File: src/rtl/frame_accumulator.sv
// Frame accumulator: pulls FRAME_LEN words from an upstream get-method port,
// presents sum/max/first of each frame, and flags breaks in the STEP sequence.
module frame_accumulator #(
    parameter int WIDTH     = 32,
    parameter int FRAME_LEN = 6,
    parameter int STEP      = 4
) (
    input  logic               clk,
    input  logic               reset,
    input  logic [WIDTH-1:0]   get_data,
    input  logic               RDY_get,
    output logic               EN_get,
    output logic               res_valid,
    input  logic               res_ready,
    output logic [WIDTH+7:0]   res_sum,
    output logic [WIDTH-1:0]   res_max,
    output logic [WIDTH-1:0]   res_first,
    output logic [15:0]        frame_cnt,
    output logic               seq_err
);

    typedef enum logic {ACC, HOLD} state_t;

    localparam logic [7:0]       LAST_IDX = 8'(FRAME_LEN - 1);
    localparam logic [WIDTH-1:0] STEP_W   = WIDTH'(STEP);

    state_t           state;
    logic [7:0]       idx;
    logic [WIDTH+7:0] acc_sum;
    logic [WIDTH-1:0] acc_max;
    logic [WIDTH-1:0] acc_first;
    logic [WIDTH-1:0] prev_word;
    logic             prev_valid;

    logic [WIDTH+7:0] sum_next;
    logic [WIDTH-1:0] max_next;
    logic [WIDTH-1:0] first_next;

    always_comb begin
        EN_get = RDY_get & reset & (state == ACC);
    end

    // Running values including the word on get_data, used both to advance the
    // accumulators and to load the result on the last word of a frame.
    always_comb begin
        sum_next   = acc_sum + {8'b0, get_data};
        max_next   = ((idx == 8'd0) || (get_data > acc_max)) ? get_data : acc_max;
        first_next = (idx == 8'd0) ? get_data : acc_first;
    end

    always_ff @(posedge clk) begin
        if (!reset) begin
            state      <= ACC;
            idx        <= '0;
            acc_sum    <= '0;
            acc_max    <= '0;
            acc_first  <= '0;
            prev_word  <= '0;
            prev_valid <= 1'b0;
            res_valid  <= 1'b0;
            res_sum    <= '0;
            res_max    <= '0;
            res_first  <= '0;
            frame_cnt  <= '0;
            seq_err    <= 1'b0;
        end else if (EN_get) begin
            prev_word  <= get_data;
            prev_valid <= 1'b1;
            if (prev_valid && (get_data != prev_word + STEP_W))
                seq_err <= 1'b1;
            // Accumulators are cleared on entry to HOLD so ACC restarts clean.
            if (idx == LAST_IDX) begin
                res_sum   <= sum_next;
                res_max   <= max_next;
                res_first <= first_next;
                res_valid <= 1'b1;
                state     <= HOLD;
                idx       <= '0;
                acc_sum   <= '0;
                acc_max   <= '0;
                acc_first <= '0;
            end else begin
                acc_sum   <= sum_next;
                acc_max   <= max_next;
                acc_first <= first_next;
                idx       <= idx + 8'd1;
            end
        end else if (state == HOLD && res_ready) begin
            state     <= ACC;
            res_valid <= 1'b0;
            frame_cnt <= frame_cnt + 16'd1;
        end
    end

endmodule

File: config.mk
export PLATFORM = sky130hd
export DESIGN_NAME = frame_accumulator
export DESIGN_NICKNAME = d
export VERILOG_FILES = /design/src/rtl/frame_accumulator.sv
export SDC_FILE = /design/constraint.sdc
export NUM_CORES = 1
export LEC_CHECK = 0
export BUFFER_PORTS_ARGS = -buffer_cell sky130_fd_sc_hd__buf_2
export CORE_ASPECT_RATIO = 0.8
export CORE_MARGIN = 2
export CORE_UTILIZATION = 50
export CTS_CLUSTER_DIAMETER = 200
export DETAILED_ROUTE_END_ITERATION = 6
export HOLD_SLACK_MARGIN = 0.08
export PLACE_DENSITY = 0.7
export SLEW_MARGIN = 30
export SYNTH_ARGS = -nofsm -noshare
export SYNTH_HDL_FRONTEND = slang
export SYNTH_SLANG_ARGS = --single-unit
File: constraint.sdc
create_clock -name clk -period 8.4 [get_ports clk]
set_clock_uncertainty 0.15 [all_clocks]
set_input_delay 0.42 -clock clk [delete_from_list [all_inputs] [get_ports clk]]
set_output_delay 0.42 -clock clk [all_outputs]
set_load 0.1 [all_outputs]
# Word-level counts from Yosys, hierarchy flattened
# Cells that the tools add are included.
# W data, S select, Z words.
dict set report word_totals {
  ff_bits 267
  out_inout_bits 123
  in_bits 36
  word_cells 42
}
dict set report classes {
  eq_ne 3
  magnitude_cmp 1
  reduce_logical 9
  mux 9
  addsub 4
  bitwise 4
}
# cell count
set op_table {}
lappend op_table {{$mux W32} 4}
lappend op_table {{$add A40 B32 Y40} 1}
lappend op_table {{$mux W40} 1}
lappend op_table {{$add A32 B3 Y32 const B} 1}
lappend op_table {{$gt A32 B32 Y1} 1}
lappend op_table {{$ne A32 B32 Y1} 1}
lappend op_table {{$add A16 B1 Y16 const B} 1}
lappend op_table {{$add A8 B1 Y8 const B} 1}
lappend op_table {{$eq A8 B3 Y1 const B} 1}
lappend op_table {{$logic_not A8 Y1} 1}
lappend op_table {{$mux W8} 1}
lappend op_table {{$reduce_and A2 Y1} 4}
lappend op_table {{$mux W1} 3}
lappend op_table {{$and A1 B1 Y1} 2}
lappend op_table {{$logic_and A1 B1 Y1} 2}
lappend op_table {{$ne A2 B1 Y1 const B} 1}
lappend op_table {{$not A1 Y1} 2}
lappend op_table {{$reduce_bool A2 Y1} 1}
lappend op_table {{$logic_or A1 B1 Y1} 1}

# Logic depth before layout (Yosys ltp)
# Gate-level depths: netlist of run 1.
dict set report logic_depth {
  word_depth 4
  ltp_mapped 12
  depth_no_buf 10
}

# Least setup slack after synthesis of run 1
# OpenSTA, ideal clock, no wires.
dict set report synth_path {
  path_kind {flip-flop to output port}
  startpoint {register state}
  endpoint {output EN_get}
  required_time_ps 7830
  stages_incl_launch_ff 6
  arrival_time_ps 2610
  path_buffers 3
  slack_ps 5220
  cell_sequence {dfxtp_1 > or2_2 > clkbuf_1 > inv_1 > clkbuf_1 > clkbuf_1}
}
dict set report synth_via {
  elab_chain_len 2
}
# item line
set synth_rtl {}
lappend synth_rtl {{start, declared} 27} ;# state_t state;
lappend synth_rtl {{start signal, assigned} 53} ;# state <= ACC;
lappend synth_rtl {{start signal, assigned} 77} ;# state <= HOLD;
lappend synth_rtl {{start signal, assigned} 89} ;# state <= ACC;
lappend synth_rtl {{$not A1 Y1} 40} ;# EN_get = RDY_get & reset & (state == ACC);
lappend synth_rtl {{$and A1 B1 Y1} 40}
lappend synth_rtl {{end, declared} 12} ;# output logic EN_get,
# No other way between the ends.

# Worst setup path in the final report of run 1
dict set report layout_path {
  startpoint {input get_data[30]}
  endpoint {register acc_max[1]}
}
dict set report layout_via {
  elab_chain_len 4
}
# item line
set layout_rtl {}
lappend layout_rtl {{start, declared} 10} ;# input logic [WIDTH-1:0] get_data,
lappend layout_rtl {{$gt A32 B32 Y1} 47} ;# max_next = ((idx == 8'd0) || (get_data > acc_max)) ? get_data : acc_max;
lappend layout_rtl {{$logic_or A1 B1 Y1} 47}
lappend layout_rtl {{$mux W32} 47}
lappend layout_rtl {{$mux W32} 72} ;# if (idx == LAST_IDX) begin
lappend layout_rtl {{end signal, assigned} 84} ;# acc_max <= max_next;
lappend layout_rtl {{end, declared} 30} ;# logic [WIDTH-1:0] acc_max;
# No other way between the ends.
# A chain may end at the register's enable or synchronous reset.

==> impl_metrics.toml, run 1 <==
[critical_path]
critical_path.max_fanout = 64
critical_path.top_delay_family = "buffers and inverters"
worstPathArrival_ns = 4.12
regToRegEndpoint = "acc_max[1]$_SDFFE_PN0P_"
critPathBufInv = 4
crit_path_top_delay_cell = "nor4_1"
worst-setup-path-type = "input port to flip-flop"
critical_path.cell_chain = "dlygate4sd3_1 -> buf_2 -> ha_1 -> nand4_1 -> nor4_1 -> nand2_1 -> o21ai_0 -> o22ai_4 -> buf_4 -> o31ai_4 -> buf_4 -> a22o_1"
critical_path.max_stage_delay_ns = 0.65
r2r_cells = 11
crit_top_cell = "buf_4"
r2r_start = "acc_max[29]$_SDFFE_PN0P_"
cp.required_ns = 8.73
endpoint_kind = "flip-flop"
crit_path_start_kind = "input port"
r2r_slack_ns = 4.87

[layout]
design.final.nets = 1822
layout-drive-gt1-share = 0.1456
synthToLayoutAreaGrowth_pct = 15.33
antenna_cells_inserted = 0
final_core_utilization = 0.5841

[logic_synthesis]
post_synth_edffs = 0
sequential_to_total_area_share_from_yosys_stat = 0.3885
syn-cell-area_sq_um = 13760
ys_warn_count = 0
syn-instance-count = 1616
most_frequently_used_flop_master_after_synthesis = "dfxtp_1"
syn-mean-instance-area_sq_um = 8.513
netlist-cell-type-count = 73
ys_ff_latch = 267
synth_fp_nets = 1722
ys_async_sr_fraction = 0

[worst_hold_path]
hold_path_sink = "prev_word[9]$_SDFFE_PN0P_"
hold_path.startpoint = "get_data[9]"
hold-path-cell-count = 3
hp-class = "input port to flip-flop"

[drt]
routed_via_density = 5.825
drtAntennaViolNets = 0
route.detailed.wl_per_inst_microns = 18.30
detail_route.first_pass.iterations = 5
drt-total-wl_microns = 38470
vias = 12240
route.detailed.drc = 0
drt_iter0_markers = 1077

[cts]
cts_made_buffers = 28
htree_num_levels = 1
cts_tree = "yes"
worst_setup_hold_path_clk_slew_ns = 0.06
clock_sink_count = 267
clock_path_buffers = 3
clockRootBuffer = "clkbuf_16"
clock_insertion_delay_at_the_later_pin_of_the_skew_report_ns = 0.55
post-cts-setup-buffers = 0

[power]
proportion_of_power_drawn_by_flip_flops_and_latches = 0.412
p_leak_nw = 6.835
power.combinational.fraction = 0.180
powerDensity_nw_per_um2 = 210.4
clkPwrFrac = 0.408
switching_share = 0.2852
power_spent_charging_and_discharging_nets_w = 0.0009523
power.internal_w = 0.002386
max-vdd-ir-drop_mv = 0.1707

[die]
placementRows = 54
floorplan.die_area_sq_um = 28860
die_h_microns = 152.4
width_of_the_die_microns = 189.5
initial_core_util = 0.5065
total_core_area_sq_um = 27160
io_pins = 159

[global_routing]
use_met1 = 0.3940
grt_first_pass_wirelength_microns = 61440
global_route.usage.total = 0.2596
use_met3 = 0.03777
number_of_global_route_vias_before_repair = 11470
grt_max_degree = 104
met2_usage = 0.3923
global_route.peak_usage_layer = "met1"
overflow = 0
grt_antenna_before_repair = 0

[timing]
max_slew_margin = 0.4915
worstMarginPinSlew_ns = 0.7621
maxClockFrequency_mhz = 263.4
fin_tns_setup_ns = 0
finalCritPeriodShare = 0.4520
final-setup-viol-count = 0
grt_setup_unrepaired = "no"
hold_viol = 0
drv_slew = 0
min_period_ns = 3.797

[placed_design]
detailed_place_hpwl_microns = 26560
placer_congestion_estimate = 0.8900
port_buffers = 158

[outcome]
outcome = "complete, no violations"

[run]
cap_violations = 0
-- cell usage after synthesis (40+ instances only) --
library cell	instances	area share
a21oi_1	60	0.022
a22o_1	45	0.029
a22oi_1	54	0.029
clkbuf_1	71	0.019
dfxtp_1	267	0.39
ha_1	69	0.063
inv_1	53	0.014
mux2i_1	40	0.029
nand2_1	216	0.059
nand3_1	145	0.053
nor2_1	42	0.011
nor2b_1	54	0.025
o21ai_0	90	0.033
xnor2_1	68	0.043
-- worst reg2reg max path, cell delays in order, from the launching register on --
cell     delay, ns
dfxtp_1       0.33
inv_1         0.07
ha_1          0.29
nand4_1       0.17
nor4_1        0.65
nand2_1       0.14
o21ai_0       0.34
o22ai_4       0.13
buf_4         0.33
o31ai_4       0.27
buf_4         0.39
a22o_1        0.22
-- repair_timing --
action	in CTS	in global routing
gates resized for setup	0	0
hold endpoints to repair	18	0
hold buffers	17	0
-- layout make-up --
cell class / count / area, sq um
Fill cell: 2478 / 11300
Multi-Input combinational cell: 1180 / 7789
Sequential cell: 267 / 5345
Timing Repair Buffer: 186 / 1050
Clock buffer: 37 / 805.8
Tap cell: 364 / 455.4
Clock inverter: 15 / 221.5
Inverter: 53 / 198.9
-- how the worst max path moves through the flow --
stage          slack, ns                        to                from  depth (start not counted)
2_1_floorplan       5.22                    EN_get  state$_SDFFE_PN0P_                          5
3_3_place_gp        4.39  acc_sum[35]$_SDFFE_PN0P_               reset                         10
3_5_place_dp        4.57   acc_max[4]$_SDFFE_PN0P_        get_data[29]                         11
4_1_cts             4.62   acc_max[1]$_SDFFE_PN0P_        get_data[30]                         12
5_1_grt             4.38   acc_max[3]$_SDFFE_PN0P_        get_data[31]                         12
6_report            4.60   acc_max[1]$_SDFFE_PN0P_        get_data[30]                         12
-- power by group through the flow --
stage	Combinational, W	Clock [W]	Sequential [W]
2_1_floorplan	0.000440	0	0.00139
3_3_place_gp	0.000572	0	0.00140
3_5_place_dp	0.000583	0	0.00140
4_1_cts	0.000592	0.00138	0.00138
5_1_grt	0.000661	0.00144	0.00138
6_report	0.000600	0.00136	0.00138
-- routing by layer --
metal	share of wire	up-vias	wire length, microns
li1	-	5997	-
met1	0.49	5785	18830
met2	0.43	420	16400
met3	0.070	42	2693
met4	0.014	0	537
met5	0	-	0
-- kinds of logic (layout without fill, tap and decap cells) --
group | after synthesis | after routing | share of synthesized area
and+or+nand+nor | 589 | 589 | 0.2132
AOI/OAI and AO/OA | 388 | 388 | 0.1962
DFF | 267 | 267 | 0.3885
buffers and inverters | 169 | 291 | 0.04957
xor gates and xnor gates | 93 | 93 | 0.05921
adders and majority gates | 70 | 70 | 0.06421
muxes | 40 | 40 | 0.02910
-- through the flow --
step                total power (W)  setup slack (ns)  instance area [sq um]  hold slack [ns]  std cells
finish                     0.003339             4.603                  15870           0.1019       2102
global route               0.003480             4.378                  15870          0.09982       2102
CTS                        0.003350             4.620                  15860          0.08006       2102
detailed placement         0.001985             4.571                  14660           0.2916       2033
global placement           0.001973             4.389                  14660           0.2838       2033
floorplan                  0.001828             5.220                  13760           0.2731       1616
-- sequential cells by signal, indices dropped and copies added, names as in the netlist --
| name | flops |
|---|---|
| idx | 8 |
| acc_max | 32 |
| prev_valid | 1 |
| frame_cnt | 16 |
| res_sum | 40 |
| seq_err | 1 |
| state | 1 |
| prev_word | 32 |
| res_first | 32 |
| acc_sum | 40 |
| acc_first | 32 |
| res_max | 32 |
-- placed cells by master, fill, tap and decap left out, types with 21 or more instances in the layout --
master     Yosys  final
dfxtp_1      267    267
nand2_1      216    215
buf_2         28    157
nand3_1      145    145
o21ai_0       90     90
ha_1          69     69
xnor2_1       68     68
a21oi_1       60     60
a22oi_1       54     54
nor2b_1       54     54
inv_1         53     53
a22o_1        45     45
nor2_1        42     40
mux2i_1       40     40
o311ai_0      35     35
clkbuf_16      0     29
nand4_1       28     28
a21o_1        29     28
xor2_1        25     25
and2_1        21     21
Power figures use the tool's default switching activity.
==> run 2, diff against run 1 <==
--- a/config.mk
+++ b/config.mk
@@ -5,6 +5,7 @@
 export SDC_FILE = /design/constraint.sdc
 export NUM_CORES = 1
 export LEC_CHECK = 0
+export ABC_AREA = 1
 export BUFFER_PORTS_ARGS = -buffer_cell sky130_fd_sc_hd__buf_2
 export CORE_ASPECT_RATIO = 0.8
 export CORE_MARGIN = 2
==> constraint.sdc (replaced) <==
create_clock -name clk -period 3.95 [get_ports clk]
set_clock_uncertainty 0.15 [all_clocks]
set_input_delay 0.1975 -clock clk [delete_from_list [all_inputs] [get_ports clk]]
set_output_delay 0.1975 -clock clk [all_outputs]
set_load 0.1 [all_outputs]
==> impl_metrics.toml, run 2 <==
[outcome]
outcome = "complete, no violations"

[logic_synthesis]
yosys.area.top_type = "dfxtp_1"
syn-instance-count = 2109
synth_area_leaders = "dfxtp_1 (37%), nand2_1 (15%), nand3_1 (7.6%)"
netlist-cell-type-count = 40
ys_warn_count = 0
ys_ff_latch = 267
synth_fp_nets = 2215
synth_top_area_frac = 0.3698
post_synth_edffs = 0
yosys.cell_count.top_type = "nand2_1"
sequential_to_total_area_share_from_yosys_stat = 0.3698
post_synth_most_frequent_cells = "nand2_1 (586), dfxtp_1 (267), nand3_1 (219)"
syn-cell-area_sq_um = 14450
most_frequently_used_flop_master_after_synthesis = "dfxtp_1"
ys_async_sr_fraction = 0
syn-mean-instance-area_sq_um = 6.853

[global_routing]
grt_first_pass_wirelength_microns = 72570
number_of_global_route_vias_before_repair = 13540
global_route.usage.total = 0.2943
grt_max_degree = 84
overflow = 0
grt_antenna_before_repair = 1

[critical_path]
cp.required_ns = 4.20
worstPathArrival_ns = 3.17
startpoint = "acc_max[31]$_SDFFE_PN0P_"
crit_path_start_kind = "flip-flop"
critical_path.max_fanout = 32
r2r_start = "acc_max[31]$_SDFFE_PN0P_"
r2r_cells = 12
endpoint_kind = "flip-flop"
worst-setup-path-type = "flip-flop to flip-flop"

[layout]
design.final.nets = 2366
final_core_utilization = 0.5950
layout-drive-gt1-share = 0.1135
layout.cells.most_common = "nand2_1"
synthToLayoutAreaGrowth_pct = 16.73
most-common-layout-cells = "nand2_1 (586), dfxtp_1 (267), nand3_1 (218)"
biggestRegsByFlops = "acc_sum: 40 flops, res_sum: 40 flops"

[power]
power_spent_charging_and_discharging_nets_w = 0.001895
max-vdd-ir-drop_mv = 0.4067
p_leak_nw = 7.639
proportion_of_power_drawn_by_flip_flops_and_latches = 0.418
power.combinational.fraction = 0.155
power.internal_w = 0.004921
clkPwrFrac = 0.427
powerDensity_nw_per_um2 = 404.0
switching_share = 0.2781

[drt]
drt-total-wl_microns = 45340
drt_iter0_markers = 1322
vias = 14590
detail_route.first_pass.iterations = 6
route.detailed.drc = 0
drtAntennaViolNets = 0
routed_via_density = 5.502
route.detailed.wl_per_inst_microns = 17.09

[cts]
clock_path_buffers = 3
clock_insertion_delay_at_the_later_pin_of_the_skew_report_ns = 0.56
clockRootBuffer = "clkbuf_16"
cts_tree = "yes"
htree_num_levels = 1
worst_setup_hold_path_clk_slew_ns = 0.07
clock_sink_count = 267
cts_made_buffers = 28
post_cts.resized_instances = 0

[die]
floorplan.die_area_sq_um = 30290
io_pins = 159
width_of_the_die_microns = 194.1
die_h_microns = 156.1
initial_core_util = 0.5098
placementRows = 55
total_core_area_sq_um = 28350

[timing]
max_slew_margin = 0.3666
final-setup-viol-count = 0
min_period_ns = 2.922
finalCritPeriodShare = 0.7397
hold_viol = 0
maxClockFrequency_mhz = 342.2
drv_slew = 0
grt_setup_unrepaired = "no"
fin_tns_setup_ns = 0
worstMarginPinSlew_ns = 0.9502

[placed_design]
port_buffers = 158
detailed_place_hpwl_microns = 33150
placer_congestion_estimate = 0.9484

[run]
cap_violations = 0

[worst_hold_path]
hold-path-cell-count = 3
hp-class = "input port to flip-flop"
hold_path.startpoint = "get_data[20]"
==> run 2: cell types whose count changed in the layout (fill, tap and decap cells not counted), sizes merged, moves of 29 or more <==
cell,previous run,this run
a22oi,54,2
a21oi,62,185
o311ai,35,0
mux2i,40,0
nand2,216,590
inv,55,190
nor2b,54,0
a21o,29,0
nor2,42,199
a2bb2oi,0,32
xnor2,68,17
nand3,147,219
==> run 2: worst paths after layout <==
check                          endpoint  slack, ns
max            acc_max[23]$_SDFFE_PN0P_       1.03
min          prev_word[20]$_SDFFE_PN0P_       0.11
max reg2reg    acc_max[23]$_SDFFE_PN0P_       1.03
min reg2reg    res_max[25]$_SDFFE_PN0P_       0.30
==> run 2: cell type report <==
cell class	count	area [sq um]
Clock buffer	41	840.8
Fill cell	2727	11480
Tap cell	370	462.9
Clock inverter	10	180.2
Timing Repair Buffer	205	1264
Inverter	191	718.2
Multi-Input combinational cell	1567	8056
Sequential cell	267	5345
Antenna cell	1	2.502
==> run 2: critical path, cell delays in order, from the launching register on <==
cell and delay (ns):
dfxtp_1 0.33, inv_1 0.07, ha_1 0.29, nand2_1 0.07
nor2_1 0.14, nand2_1 0.11, nor4_2 0.52, nand4_1 0.19
nand2_2 0.13, buf_4 0.38, nand3_1 0.19, nand3_1 0.14
a21oi_1 0.06
==> run 2: power groups by stage <==
stage	combinational (W)	clock [W]	sequential [W]
finish	0.00106	0.00291	0.00285
global route	0.00118	0.00308	0.00285
CTS	0.00104	0.00296	0.00284
detailed placement	0.00101	0	0.00290
global placement	0.00100	0	0.00290
floorplan	0.000722	0	0.00289
==> run 2: per-stage QoR <==
stage / hold WS, ns / std cells / worst slack, ns / power [W] / cell area [sq um]
floorplan: 0.1391 / 2109 / 1.144 / 0.003613 / 14450
global placement: 0.2420 / 2567 / 1.044 / 0.003903 / 15520
detailed placement: 0.2526 / 2567 / 1.068 / 0.003916 / 15520
CTS: 0.08558 / 2651 / 1.066 / 0.006847 / 16870
global route: 0.09340 / 2652 / 0.7257 / 0.007107 / 16870
finish: 0.1091 / 2652 / 1.028 / 0.006816 / 16870
==> run 2: repair_timing <==
item,in CTS,in global routing
endpoints found under the hold margin,97,0
hold buffers,33,0
buffers inserted,0,0
==> run 2: cells by family after synthesis <==
logic type      Yosys count  synth area share
compound gates          381            0.1536
xor+xnor                 42           0.02545
fa+ha+maj                70           0.06112
buf+inv                 275           0.07523
flops                   267            0.3698
simple gates           1074            0.3148
==> run 2: metal layers <==
| metal | part of all wire | vias to the layer above | GRT usage | wire length, microns |
|---|---|---|---|---|
| met4 | 0.021 | 0 | 0.06638 | 943 |
| met1 | 0.48 | 6769 | 0.4385 | 21900 |
| li1 | - | 7269 | - | - |
| met2 | 0.42 | 483 | 0.4477 | 19030 |
| met5 | 0 | - | 0 | 0 |
| met3 | 0.076 | 69 | 0.04345 | 3462 |
